==> config.mk <==
export PLATFORM = sky130hd
export DESIGN_NAME = mem_arbiter
export DESIGN_NICKNAME = d
export VERILOG_FILES = /design/src/rtl/mem_arbiter.sv
export SDC_FILE = /design/constraint.sdc
export NUM_CORES = 1
export LEC_CHECK = 0
export ABC_CLOCK_PERIOD_IN_PS = 2400
export BUFFER_PORTS_ARGS = -buffer_cell sky130_fd_sc_hd__buf_2
export CORE_ASPECT_RATIO = 1.75
export CORE_UTILIZATION = 40
export CTS_BUF_LIST = sky130_fd_sc_hd__clkbuf_4
export DETAILED_ROUTE_END_ITERATION = 12
export PLACE_DENSITY = 0.76
export SLEW_MARGIN = 20
export SYNTH_ARGS = -nofsm -noshare
export SYNTH_HDL_FRONTEND = slang
export SYNTH_SLANG_ARGS = --single-unit
==> constraint.sdc <==
create_clock -name i_clk -period 2.4 [get_ports i_clk]
set_input_delay 0.24 -clock i_clk [delete_from_list [all_inputs] [get_ports i_clk]]
set_output_delay 0.24 -clock i_clk [all_outputs]
set_load 0.01 [all_outputs]
==> src/rtl/mem_arbiter.sv <==
// mem_arbiter: two-client arbiter that shares one word-granular memory port
// between the instruction cache (client 0) and the data cache (client 1).
//
// Each client has a one-entry request slot. Slots are granted one at a time
// to memory, and the response is steered back to the client that owns the
// transaction. After each completed transaction, the last-served client
// holds a short ownership lock so that a 4-word line fill stays contiguous.
//
// Ports
//   i_clk, i_rst_n                  clock, async active-low reset
//   i_cN_addr/ren/wen/wdata         client N request (N = 0 icache, 1 dcache)
//   o_cN_ready                      client N slot empty
//   o_cN_rdata/o_cN_valid           client N response (rdata mirrors memory)
//   i_mem_ready                     memory can accept a request
//   o_mem_addr/ren/wen/wdata        registered one-cycle memory request
//   i_mem_rdata/i_mem_valid         memory response (reads and write acks)
//
// Parameter
//   LOCK_CYCLES (0..3)  idle cycles after a response in which only the
//                       last-served client may be granted
module mem_arbiter #(
    parameter int unsigned LOCK_CYCLES = 2
) (
    input  logic        i_clk,
    input  logic        i_rst_n,
    input  logic [31:0] i_c0_addr,
    input  logic        i_c0_ren,
    input  logic        i_c0_wen,
    input  logic [31:0] i_c0_wdata,
    output logic        o_c0_ready,
    output logic [31:0] o_c0_rdata,
    output logic        o_c0_valid,
    input  logic [31:0] i_c1_addr,
    input  logic        i_c1_ren,
    input  logic        i_c1_wen,
    input  logic [31:0] i_c1_wdata,
    output logic        o_c1_ready,
    output logic [31:0] o_c1_rdata,
    output logic        o_c1_valid,
    input  logic        i_mem_ready,
    output logic [31:0] o_mem_addr,
    output logic        o_mem_ren,
    output logic        o_mem_wen,
    output logic [31:0] o_mem_wdata,
    input  logic [31:0] i_mem_rdata,
    input  logic        i_mem_valid
);

    typedef enum logic {S_IDLE, S_WAIT} state_e;

    localparam logic [1:0] LOCK_INIT = 2'(LOCK_CYCLES);

    // Request slots
    logic        s0_full_q, s1_full_q;
    logic [31:0] s0_addr_q, s1_addr_q;
    logic [31:0] s0_wdata_q, s1_wdata_q;
    logic        s0_we_q, s1_we_q;

    // Arbitration / FSM state
    state_e      state_q;
    logic        owner_q;
    logic        last_q;
    logic [1:0]  lock_q;
    logic [31:0] mem_addr_q, mem_wdata_q;
    logic        mem_ren_q, mem_wen_q;

    // Grant decision for this cycle
    logic gnt_vld, gnt_id;
    logic gnt0, gnt1;
    logic cap0, cap1;

    always_comb begin
        gnt_vld = 1'b0;
        gnt_id  = 1'b0;
        if (state_q == S_IDLE && i_mem_ready) begin
            if (lock_q != 2'd0) begin
                // Locked: only the last-served client may go.
                if (last_q ? s1_full_q : s0_full_q) begin
                    gnt_vld = 1'b1;
                    gnt_id  = last_q;
                end
            end else if (s0_full_q && s1_full_q) begin
                // Tie: round-robin away from the last-served client.
                gnt_vld = 1'b1;
                gnt_id  = ~last_q;
            end else if (s0_full_q) begin
                gnt_vld = 1'b1;
                gnt_id  = 1'b0;
            end else if (s1_full_q) begin
                gnt_vld = 1'b1;
                gnt_id  = 1'b1;
            end
        end
    end

    assign gnt0 = gnt_vld && !gnt_id;
    assign gnt1 = gnt_vld &&  gnt_id;

    // A slot being granted this edge is free to capture a new request.
    // The grant uses the old contents.
    assign cap0 = (i_c0_ren || i_c0_wen) && (!s0_full_q || gnt0);
    assign cap1 = (i_c1_ren || i_c1_wen) && (!s1_full_q || gnt1);

    always_ff @(posedge i_clk or negedge i_rst_n) begin
        if (!i_rst_n) begin
            s0_full_q  <= 1'b0;
            s0_addr_q  <= '0;
            s0_wdata_q <= '0;
            s0_we_q    <= 1'b0;
            s1_full_q  <= 1'b0;
            s1_addr_q  <= '0;
            s1_wdata_q <= '0;
            s1_we_q    <= 1'b0;
        end else begin
            if (cap0) begin
                s0_full_q  <= 1'b1;
                s0_addr_q  <= i_c0_addr;
                s0_wdata_q <= i_c0_wdata;
                s0_we_q    <= i_c0_wen;   // ren&wen together counts as a write
            end else if (gnt0) begin
                s0_full_q  <= 1'b0;
            end
            if (cap1) begin
                s1_full_q  <= 1'b1;
                s1_addr_q  <= i_c1_addr;
                s1_wdata_q <= i_c1_wdata;
                s1_we_q    <= i_c1_wen;
            end else if (gnt1) begin
                s1_full_q  <= 1'b0;
            end
        end
    end

    always_ff @(posedge i_clk or negedge i_rst_n) begin
        if (!i_rst_n) begin
            state_q     <= S_IDLE;
            owner_q     <= 1'b0;
            last_q      <= 1'b0;
            lock_q      <= 2'd0;
            mem_addr_q  <= '0;
            mem_wdata_q <= '0;
            mem_ren_q   <= 1'b0;
            mem_wen_q   <= 1'b0;
        end else begin
            mem_ren_q <= 1'b0;
            mem_wen_q <= 1'b0;
            case (state_q)
                S_IDLE: begin
                    if (gnt_vld) begin
                        mem_addr_q  <= gnt_id ? s1_addr_q  : s0_addr_q;
                        mem_wdata_q <= gnt_id ? s1_wdata_q : s0_wdata_q;
                        mem_ren_q   <= gnt_id ? !s1_we_q   : !s0_we_q;
                        mem_wen_q   <= gnt_id ? s1_we_q    : s0_we_q;
                        owner_q     <= gnt_id;
                        // Any grant while locked is to last_served; an
                        // unlocked grant leaves lock at zero anyway.
                        lock_q      <= 2'd0;
                        state_q     <= S_WAIT;
                    end else if (i_mem_ready && lock_q != 2'd0) begin
                        // Lock only counts down while memory could take work.
                        lock_q <= lock_q - 2'd1;
                    end
                end
                S_WAIT: begin
                    if (i_mem_valid) begin
                        last_q  <= owner_q;
                        lock_q  <= LOCK_INIT;
                        state_q <= S_IDLE;
                    end
                end
                default: state_q <= S_IDLE;
            endcase
        end
    end

    assign o_c0_ready  = !s0_full_q;
    assign o_c1_ready  = !s1_full_q;
    assign o_c0_rdata  = i_mem_rdata;
    assign o_c1_rdata  = i_mem_rdata;
    // A response is only meaningful while a transaction is outstanding.
    assign o_c0_valid  = (state_q == S_WAIT) && i_mem_valid && !owner_q;
    assign o_c1_valid  = (state_q == S_WAIT) && i_mem_valid &&  owner_q;
    assign o_mem_addr  = mem_addr_q;
    assign o_mem_wdata = mem_wdata_q;
    assign o_mem_ren   = mem_ren_q;
    assign o_mem_wen   = mem_wen_q;

endmodule

==> run metrics <==
vias in the first global route=7,029; total power=0.0138 W; pre-CTS setup slack=0.191 ns; top cell type by total area after synthesis=dfrtp_1; cells on worst reg2reg path=7; Util after Layout=0.539; DR iter-0 viols=186; # rows=71; critical path peak fanout=37; Worst setup EP type=register; Initial Util=0.410; Hold Path Class=input port to register; metal2 WL=12,300 um; Reg-to-Reg End=s1_addr_q[2]; final antenna-violating net count=0; Post-Synth Simple-Gate Area=0.0643; vias per cell=5.01; I/O pins=302; Hold Startpoint=i_mem_ready; WP data required=2.94 ns; fin. max-slew vios=0; met3 wire length=1500 um; WP buf/inv=2; die area=22,900 um2; register area share after synthesis=0.571; largest family of logic cells by synthesized area=multiplexers; crit-path leading delay family=simple AND/OR/NAND/NOR gates; Worst R2R Start=lock_q[0]; layout cell share with drive strength beyond 1=0.391; kind of critical path=register to register; CP arrival=2.75 ns; Final #Nets=1,086; gr ovfl total=0; maxcap violations=0; mux cell area share after synthesis=0.189; critical path depth=7; clk root buf=clkbuf_4; clock sink count=203; TritonCTS clock tree=done; Area growth syn-to-layout=31.5%; critical path's largest stage delay=0.38 ns; post-synthesis compound-gate area fraction=0.0855; min cycle time layout=2.21 ns; Hold WS=0.110 ns; final setup fails=0; wl on met1=8320 um; top cells by area, synth=dfrtp_1 (57%), mux2_4 (10%), mux2_1 (7.6%); worst skew pair latency=0.67 ns; headroom to the max-slew limit=0.573; post-route setup slack=0.194 ns; Net Count, Synth=772; post-DP HPWL=14,300 um; count of different cell masters after synthesis=35; antenna violations before repair=2; Crit-path slowest cell=mux2_2; CTS Buf Count=49; cell count after synthesis=603; GP Congestion=0.807; drt wl/cell=19.5 um; synth warn=0; Fin Setup TNS=0 ns; first-pass GRT wire length=37,300 um; leak pwr=5.56 nW; RSZ-0062 raised after global routing=false; adder-cell share of the synthesized area=0.00141; worst clock skew=0.0209 ns; die height=199 um; clk buf depth=3; H-tree depth=2; Total GRT Usage=0.218; post-synth top area share=0.571; Post-route DRC=0; Fmax achieved=453 MHz; Setup crit start kind=register; largest net degree at the start of global routing=78; Pre-Repair DR Iteration Count=4; Port Buffer Count=205; pwr dens=1180 nW/um2; #FFs+latches synth=203; Critical Path End=s1_addr_q[2]; ordered list of cells on the worst path=inv_1, ha_1, and3_1, o31ai_4, and2b_4, buf_12, mux2_2; run status=completed; post-synthesis xor/xnor area fraction=0; vias post-DR=6,200; Clock transition at path regs=0.07 ns; setup slack, reg-to-reg=0.19 ns; core area=21,700 um2; Fin. Hold Viols=0; Mapped Avg Cell Area=14.7 um2; Post-Syn Area=8890 um2; Worst-Margin Slew=0.641 ns; highest routed metal layer=met4; Worst VDD drop=0.000747 V; width of the die=115 um; crit share post-route=0.919; Post-Route WL=24,100 um; CP Launch Point=lock_q[0]
[power breakdown]
part / leakage (nW) / total [W] / internal [W] / switching [W]
Combinational: 2.80 / 0.00507 / 0.00291 / 0.00216
Clock: 0.329 / 0.00267 / 0.00129 / 0.00138
Sequential: 2.42 / 0.00611 / 0.00514 / 0.000970
Total: 5.56 / 0.0138 / 0.00934 / 0.00451
[worst min-delay path by stage]
| stage | to | slack, ns | cells after the start |
|---|---|---|---|
| floorplan | last_q | -0.06 | 0 |
| global placement | s1_addr_q[24] | 0.31 | 1 |
| detailed placement | s0_addr_q[26] | 0.32 | 1 |
| CTS | lock_q[0] | 0.02 | 4 |
| global route | lock_q[0] | 0.1 | 4 |
| finish | lock_q[1] | 0.11 | 5 |
[synth_stat cells]
master,count
inv_1,4
mux2i_1,1
nor4_2,1
a21o_1,2
mux2_2,8
buf_2,5
nor4_4,1
o31ai_4,2
o21a_1,1
nor2b_2,1
clkbuf_1,15
and2_1,64
nand2_1,8
nor3_1,1
and2b_1,2
nor2_1,5
and3b_1,1
a21oi_1,2
mux2_1,60
a22o_1,2
a21bo_2,1
nand2b_1,3
o21ai_0,2
buf_8,1
dfrtp_1,203
a221o_1,64
ha_1,1
and3_1,2
buf_6,7
mux2_4,60
nor2b_1,1
o31ai_1,1
nand2b_4,1
buf_12,6
buf_4,64
[cells by family after synthesis]
group	Yosys count
muxes	129
adders and majority gates	1
buffers and inverters	102
and+or+nand+nor	91
AOI/OAI and AO/OA	77
DFF	203
[what timing repair did]
action	4_1_cts	5_1_grt
hold buffers	138	0
gates resized for setup	0	0
endpoints found under the hold margin	208	0
setup endpoints to repair	0	9
setup buffers	0	3
[per-layer routing]
| layer | GRT usage | up-vias |
|---|---|---|
| met5 | 0 | - |
| met1 | 0.222 | 3080 |
| met4 | 0.199 | 0 |
| li1 | - | 2740 |
| met2 | 0.369 | 247 |
| met3 | 0.0476 | 133 |
[flip-flops by register name, summed over array words and instances, names as in the netlist, 2 cells and up]
signal,flops
s0_wdata_q,32
s1_addr_q,32
s0_addr_q,32
lock_q,2
o_mem_addr,32
s1_wdata_q,32
o_mem_wdata,32
[stage by stage]
step | instances | area (um2)
finish | 1238 | 11700
global route | 1238 | 11700
CTS | 1233 | 11700
detailed placement | 1017 | 9730
global placement | 1017 | 9730
floorplan | 603 | 8890
[tightest hold or removal path: cells and delay by family]
family / cells / cell delay (ns)
compound gates: 2 / 0.18
buf+inv: 1 / 0.12
simple gates: 2 / 0.20
[final cells by class]
type,instances,area [um2]
tap,292,365
timing repair buffer,361,2640
multi-input combinational,298,3040
fill,1819,9990
antenna,2,5.00
clock inverter,10,37.5
clock buffer,68,510
inverter,4,15.0
sequential,203,5080
[cell usage in the layout, fill, tap and decap left out, types with 2 or more instances in the layout]
cell type	instances
buf_2	204
dfrtp_1	203
dlygate4sd3_1	138
clkbuf_4	68
and2_1	64
a221o_1	64
mux2_1	60
mux2_4	60
buf_4	11
clkinv_1	10
mux2_2	8
nand2_1	7
buf_12	7
nor2_1	5
inv_1	4
nand2b_1	3
diode_2	2
and3_1	2
o21ai_0	2
a21oi_1	2
nor4_4	2
o31ai_4	2
and2b_4	2
a22o_1	2
a21o_1	2
Note: power is estimated with default switching activity, not from simulation.
